[src/rtl/mem_arb_pkg.sv]
// Shared types and constants for the I/D main-memory arbiter.
package mem_arb_pkg;

    localparam int RD_LAT = 2;

    typedef enum logic [1:0] {
        ARB_IDLE  = 2'b00,
        ARB_OWN_I = 2'b01,
        ARB_OWN_D = 2'b10
    } arb_state_t;

    typedef enum logic {
        OWN_I = 1'b0,
        OWN_D = 1'b1
    } owner_t;

    function automatic logic [15:0] sat_inc(input logic [15:0] v);
        return (v == 16'hFFFF) ? v : v + 16'd1;
    endfunction

endpackage

[src/rtl/mem_arb_tag_pipe.sv]
// Read-owner tag pipeline: {valid, owner} delayed by DEPTH cycles.
module mem_arb_tag_pipe #(
    parameter int DEPTH = 2
) (
    input  logic clk,
    input  logic rst_n,
    input  logic push_vld,
    input  logic push_own,
    output logic pop_vld,
    output logic pop_own
);

    logic [DEPTH-1:0] vld;
    logic [DEPTH-1:0] own;

    always_ff @(posedge clk or negedge rst_n) begin
        if (!rst_n) begin
            vld <= '0;
            own <= '0;
        end else begin
            vld[0] <= push_vld;
            own[0] <= push_own;
            for (int k = 1; k < DEPTH; k++) begin
                vld[k] <= vld[k-1];
                own[k] <= own[k-1];
            end
        end
    end

    assign pop_vld = vld[DEPTH-1];
    assign pop_own = own[DEPTH-1];

endmodule

[src/rtl/mem_arbiter.sv]
// Burst arbiter sharing main memory between I-cache and D-cache fills.
// Optional MEM_ARB_PERF_EN adds grant and wait counters.
module mem_arbiter
    import mem_arb_pkg::*;
#(
    parameter int ADDR_W = 16,
    parameter int DATA_W = 16,
    parameter int RD_LAT = mem_arb_pkg::RD_LAT
) (
    input  logic              clk,
    input  logic              rst_n,
    input  logic              i_req,
    input  logic              i_rd,
    input  logic [ADDR_W-1:0] i_addr,
    input  logic              d_req,
    input  logic              d_rd,
    input  logic              d_wr,
    input  logic [ADDR_W-1:0] d_addr,
    input  logic [DATA_W-1:0] d_data_in,
    input  logic [3:0]        m_busy,
    input  logic [DATA_W-1:0] m_data_out,
    input  logic              m_err,
    output logic [ADDR_W-1:0] m_addr,
    output logic [DATA_W-1:0] m_data_in,
    output logic              m_rd,
    output logic              m_wr,
    output logic              i_gnt,
    output logic              d_gnt,
    output logic              i_acc,
    output logic              d_acc,
    output logic              i_valid,
    output logic              d_valid,
    output logic [DATA_W-1:0] i_data_out,
    output logic [DATA_W-1:0] d_data_out,
    output logic              i_err,
`ifdef MEM_ARB_PERF_EN
    output logic [15:0]       i_grant_cnt,
    output logic [15:0]       d_grant_cnt,
    output logic [15:0]       wait_cnt,
`endif
    output logic              d_err
);

    arb_state_t state;
    arb_state_t state_nx;
    owner_t     last_owner;
    logic       d_bad;
    logic       acc;
    logic       pop_vld;
    logic       pop_own;

    always_ff @(posedge clk or negedge rst_n) begin
        if (!rst_n) begin
            state      <= ARB_IDLE;
            last_owner <= OWN_I;
        end else begin
            state <= state_nx;
            if (state == ARB_OWN_I && !i_req)
                last_owner <= OWN_I;
            else if (state == ARB_OWN_D && !d_req)
                last_owner <= OWN_D;
        end
    end

    // Owners always pass through IDLE, so arbitration only happens there.
    always_comb begin
        state_nx = state;
        unique case (state)
            ARB_IDLE: begin
                if (i_req && d_req)
                    state_nx = (last_owner == OWN_I) ? ARB_OWN_D : ARB_OWN_I;
                else if (i_req)
                    state_nx = ARB_OWN_I;
                else if (d_req)
                    state_nx = ARB_OWN_D;
            end
            ARB_OWN_I: if (!i_req) state_nx = ARB_IDLE;
            ARB_OWN_D: if (!d_req) state_nx = ARB_IDLE;
            default:   state_nx = ARB_IDLE;
        endcase
    end

    assign i_gnt = (state == ARB_OWN_I);
    assign d_gnt = (state == ARB_OWN_D);
    assign d_bad = d_gnt & d_rd & d_wr;

    always_comb begin
        m_addr    = '0;
        m_data_in = '0;
        m_rd      = 1'b0;
        m_wr      = 1'b0;
        unique case (1'b1)
            i_gnt: begin
                m_addr = i_addr;
                m_rd   = i_rd;
            end
            d_gnt: begin
                m_addr    = d_addr;
                m_data_in = d_data_in;
                m_rd      = d_rd & ~d_bad;
                m_wr      = d_wr & ~d_bad;
            end
            default: ;
        endcase
    end

    assign acc   = (m_rd | m_wr) & ~m_busy[m_addr[2:1]];
    assign i_acc = i_gnt & acc;
    assign d_acc = d_gnt & acc;

    mem_arb_tag_pipe #(
        .DEPTH (RD_LAT)
    ) u_tag_pipe (
        .clk      (clk),
        .rst_n    (rst_n),
        .push_vld (acc & m_rd),
        .push_own (d_gnt),
        .pop_vld  (pop_vld),
        .pop_own  (pop_own)
    );

    // Return routing follows the tag, not the current grant.
    assign i_valid    = pop_vld & (pop_own == OWN_I);
    assign d_valid    = pop_vld & (pop_own == OWN_D);
    assign i_data_out = i_valid ? m_data_out : '0;
    assign d_data_out = d_valid ? m_data_out : '0;

    assign i_err = i_gnt & m_err;
    assign d_err = d_gnt & (m_err | d_bad);

`ifdef MEM_ARB_PERF_EN
    always_ff @(posedge clk or negedge rst_n) begin
        if (!rst_n) begin
            i_grant_cnt <= '0;
            d_grant_cnt <= '0;
            wait_cnt    <= '0;
        end else begin
            if (state == ARB_IDLE && state_nx == ARB_OWN_I)
                i_grant_cnt <= sat_inc(i_grant_cnt);
            if (state == ARB_IDLE && state_nx == ARB_OWN_D)
                d_grant_cnt <= sat_inc(d_grant_cnt);
            if ((i_req && !i_gnt) || (d_req && !d_gnt))
                wait_cnt <= sat_inc(wait_cnt);
        end
    end
`endif

endmodule

[config.mk]
export PLATFORM = sky130hd
export DESIGN_NAME = mem_arbiter
export DESIGN_NICKNAME = d
export VERILOG_FILES = /design/src/rtl/mem_arb_pkg.sv /design/src/rtl/mem_arb_tag_pipe.sv /design/src/rtl/mem_arbiter.sv
export SDC_FILE = /design/constraint.sdc
export NUM_CORES = 1
export LEC_CHECK = 0
export CORE_ASPECT_RATIO = 1.5
export CORE_MARGIN = 2
export CORE_UTILIZATION = 25
export DETAILED_ROUTE_END_ITERATION = 7
export PLACE_DENSITY = 0.88
export SLEW_MARGIN = 20
export SYNTH_ARGS = -nofsm -noshare
export SYNTH_HDL_FRONTEND = slang
export SYNTH_SLANG_ARGS = --single-unit
[constraint.sdc]
create_clock -name clk -period 2.74 [get_ports clk]
set_clock_uncertainty 0.2 [all_clocks]
set_input_delay 0.411 -clock clk [delete_from_list [all_inputs] [get_ports clk]]
set_output_delay 0.411 -clock clk [all_outputs]
set_load 0.01 [all_outputs]
==> results <==
## logic make-up after synthesis
kind of cell	count (synthesis)	synth area share, %
AND/OR/NAND/NOR	82	47.9
AO/OA/AOI/OAI	29	22.2
buffers and inverters	16	7.56
flip-flops	7	17.6
adder cells (fa/ha/maj)	3	3.78
multiplexers	1	1.01
## worst register-to-register path, stage by stage (launching register included)
cell and delay (ns):
dfrtp_1 0.37, inv_1 0.07, ha_1 0.23, a22oi_2 0.26, mux2i_1 0.27, a2bb2oi_2 0.11, buf_4 0.14, nor3_2 0.09
## power breakdown
| group | internal (mW) | switching (mW) | total, mW |
|---|---|---|---|
| logic | 0.742 | 0.617 | 1.36 |
| registers | 0.143 | 0.0214 | 0.165 |
| clock network | 0.100 | 0.0431 | 0.144 |
| total | 0.986 | 0.681 | 1.67 |
## per-layer routing
| layer | vias to the layer above | part of all wire [%] | GRT usage [%] |
|---|---|---|---|
| li1 | 784 | - | - |
| met1 | 707 | 33 | 18.4 |
| met2 | 116 | 54 | 36.5 |
| met3 | 4 | 13 | 8.12 |
| met4 | 0 | 0.57 | 5.37 |
| met5 | - | 0 | 0 |
## through the flow
| step | instance area, um2 | std cells | hold slack (ns) | TNS (ns) | util [%] |
|---|---|---|---|---|---|
| after floorplan | 993 | 138 | -0.0846 | 0 | - |
| after global placement | 2570 | 332 | 0.133 | -0.209 | 66.0 |
| after detailed placement | 2570 | 332 | 0.143 | -0.330 | 66.0 |
| after CTS | 2610 | 336 | 0.152 | 0 | 67.1 |
| after global routing | 2620 | 336 | 0.159 | 0 | 67.3 |
| final | 2620 | 336 | 0.147 | 0 | 67.3 |
## registers in the layout, summed over array words and instances (netlist names)
name,flops
state,2
u_tag_pipe.vld,2
u_tag_pipe.own,2
last_owner,1
## area by class of cell
class | count | area, um2 | area share [%]
timing repair buffer | 160 | 1580 | 60.2
multi-input combinational | 115 | 746 | 28.5
sequential | 7 | 175 | 6.69
tap | 45 | 56.3 | 2.15
clock buffer | 4 | 45.0 | 1.72
inverter | 5 | 18.8 | 0.717
## cell usage after synthesis
cell type / count
a21oi_1: 3
a2bb2oi_2: 1
nor2_1: 17
inv_1: 5
nor3b_2: 2
o21a_1: 1
nor2b_1: 3
and3_1: 16
a31o_1: 1
and2_1: 35
nand2_1: 5
o21ai_1: 2
a21o_1: 1
nand2b_1: 1
clkbuf_1: 4
a22oi_1: 16
nor2b_2: 1
a22o_1: 1
nand3_1: 1
a22oi_2: 1
buf_6: 1
dfrtp_1: 7
o22ai_1: 1
buf_2: 6
nor3_2: 1
ha_1: 3
a32oi_1: 1
mux2i_1: 1
## how the worst max path moves through the flow
stage / cells after the start / startpoint / end
after floorplan: 7 / state[0] / d_acc
after global placement: 6 / d_addr[2] / d_acc
after detailed placement: 6 / d_addr[2] / d_acc
after CTS: 7 / state[0] / d_acc
after global routing: 7 / state[1] / i_acc
final: 6 / state[1] / m_rd
## what timing repair did
action | in CTS | in global routing
pin swaps | 1 | 1
resized for setup | 2 | 6
setup endpoints to repair | 2 | 7
==> results.md <==
- Status: complete, no violations
- Warning count from the yosys run: 0
- Max-cap violations: 0
- CP peak stage delay: around 0.56 ns
- Final Max Tran Viols: 0
- Post-route minimum period: about 2.6 ns
- Die Footprint: between 4000 and 5000 um2
- Crit-path slowest cell: clkdlybuf4s50_1
- Leading area contributor after synthesis: and2_1
- Worst setup EP type: output pin
- Total Routed Length: approximately 4400 um
- Final antenna-violating net count: 0
- Slew HR: between 60% and 70%
- Static leakage: between 1 and 1.5 nW
- Area share of the largest cell type after synthesis: between 20 and 25%
- Number of fill cells: around 330
- Hpwl dp: between 3000 and 4000 um
- H-tree depth: 1
- VDD IR max: ~0.00044 V
- Syn_nets: around 220
- Gpl congestion: between 0.8 and 0.9
- CTS max path bufs: 2
- Area Growth Syn to Fin: 163%
- CP Max Fanout: 10
- Flop2flop setup slack: 0.91 ns
- Clock Pin Slew Worst Setup and Hold Paths: roughly 0.04 ns
- Worst Path Buf+Inv: 3
- Die Span X: 55.5 um
- Cell Rows: 28
- Total GRT Usage: 19.0%
- CTS tree: done
- Seq/Total Area, Yosys: about 18%
- Core area: 3890 um2
- Worst-Margin Slew: 0.451 ns
- Starting DRT DRC Count: 21
- CTS Sinks: 7
- Initial antenna violation count: 0
- Mapped cell area: roughly 990 um2
- Final worst-path setup slack: around 0.15 ns
- Hold wc startpoint: u_tag_pipe.own[0]
- Clk_lat worst skew: 0.23 ns
- Yosys cell types: 28
- Cts hold-fix bufs: 0
- Vias in the first global route: 1569
- First-pass GRT wire length: between 6000 and 7000 um
- CP top delay family: buffers and inverters
- Ant diodes: 0
- Hold path depth: 0
- Critical R2R Capture: u_tag_pipe.vld[0]
- Pin count of the biggest net entering global routing: 30
- Top cells by area, synth: and2_1, dfrtp_1, a22oi_1
- Power per cell area: 637 nW/um2
- Worst path required time: around 2.1 ns
- RSZ-0062 raised after global routing: no
- Most common cell after layout, fill and taps aside: clkdlybuf4s50_1
- Starting density of the core: 25.5%
- Max frequency: approximately 0.39 GHz
- Worst R2R Start: state[1]
- Share of cells above drive strength 1: 7.56%
- Buffers on Ports: 149
- Crit share post-route: 94.6%
- TritonCTS Buffers: 3
- Ports: 150
- Vias: between 1500 and 2000
- Kind of start point of the critical path: flip-flop
- Post-CTS Setup Inserts: 0
- Critical path cell sequence: inv_1, ha_1, buf_4, a22oi_1, nor2_1, clkdlybuf4s50_1
- GRT overflow: 0
- Final setup fails: 0
- FF+latch count, synth: 7
- WL/cell: around 13 um
- Drc violations: 0
- Drt pass-1 iters: 2
- Vias/cell: 4.79
- Mapped Cells: between 100 and 150
- Hold Path End: u_tag_pipe.own[1]
- Final total power: 1.67 mW
- Final hold viol count: 0
- Worst slack at placement: -0.188 ns
- Critical path arrival: a little under 2 ns
- Min-Delay Path Class: flip-flop to flip-flop
- Root Driver: clkbuf_8
- Most frequent cells in the layout: clkdlybuf4s50_1, and2_1, nor2_1
- Mean Syn Cell Area: a little over 7 um2
- Layout Nets: around 370
- Cells on worst reg2reg path: 7
- Setup CP Type: flip-flop to output pin
- Die H: about 81 um
(Power assumes the default switching activity.)
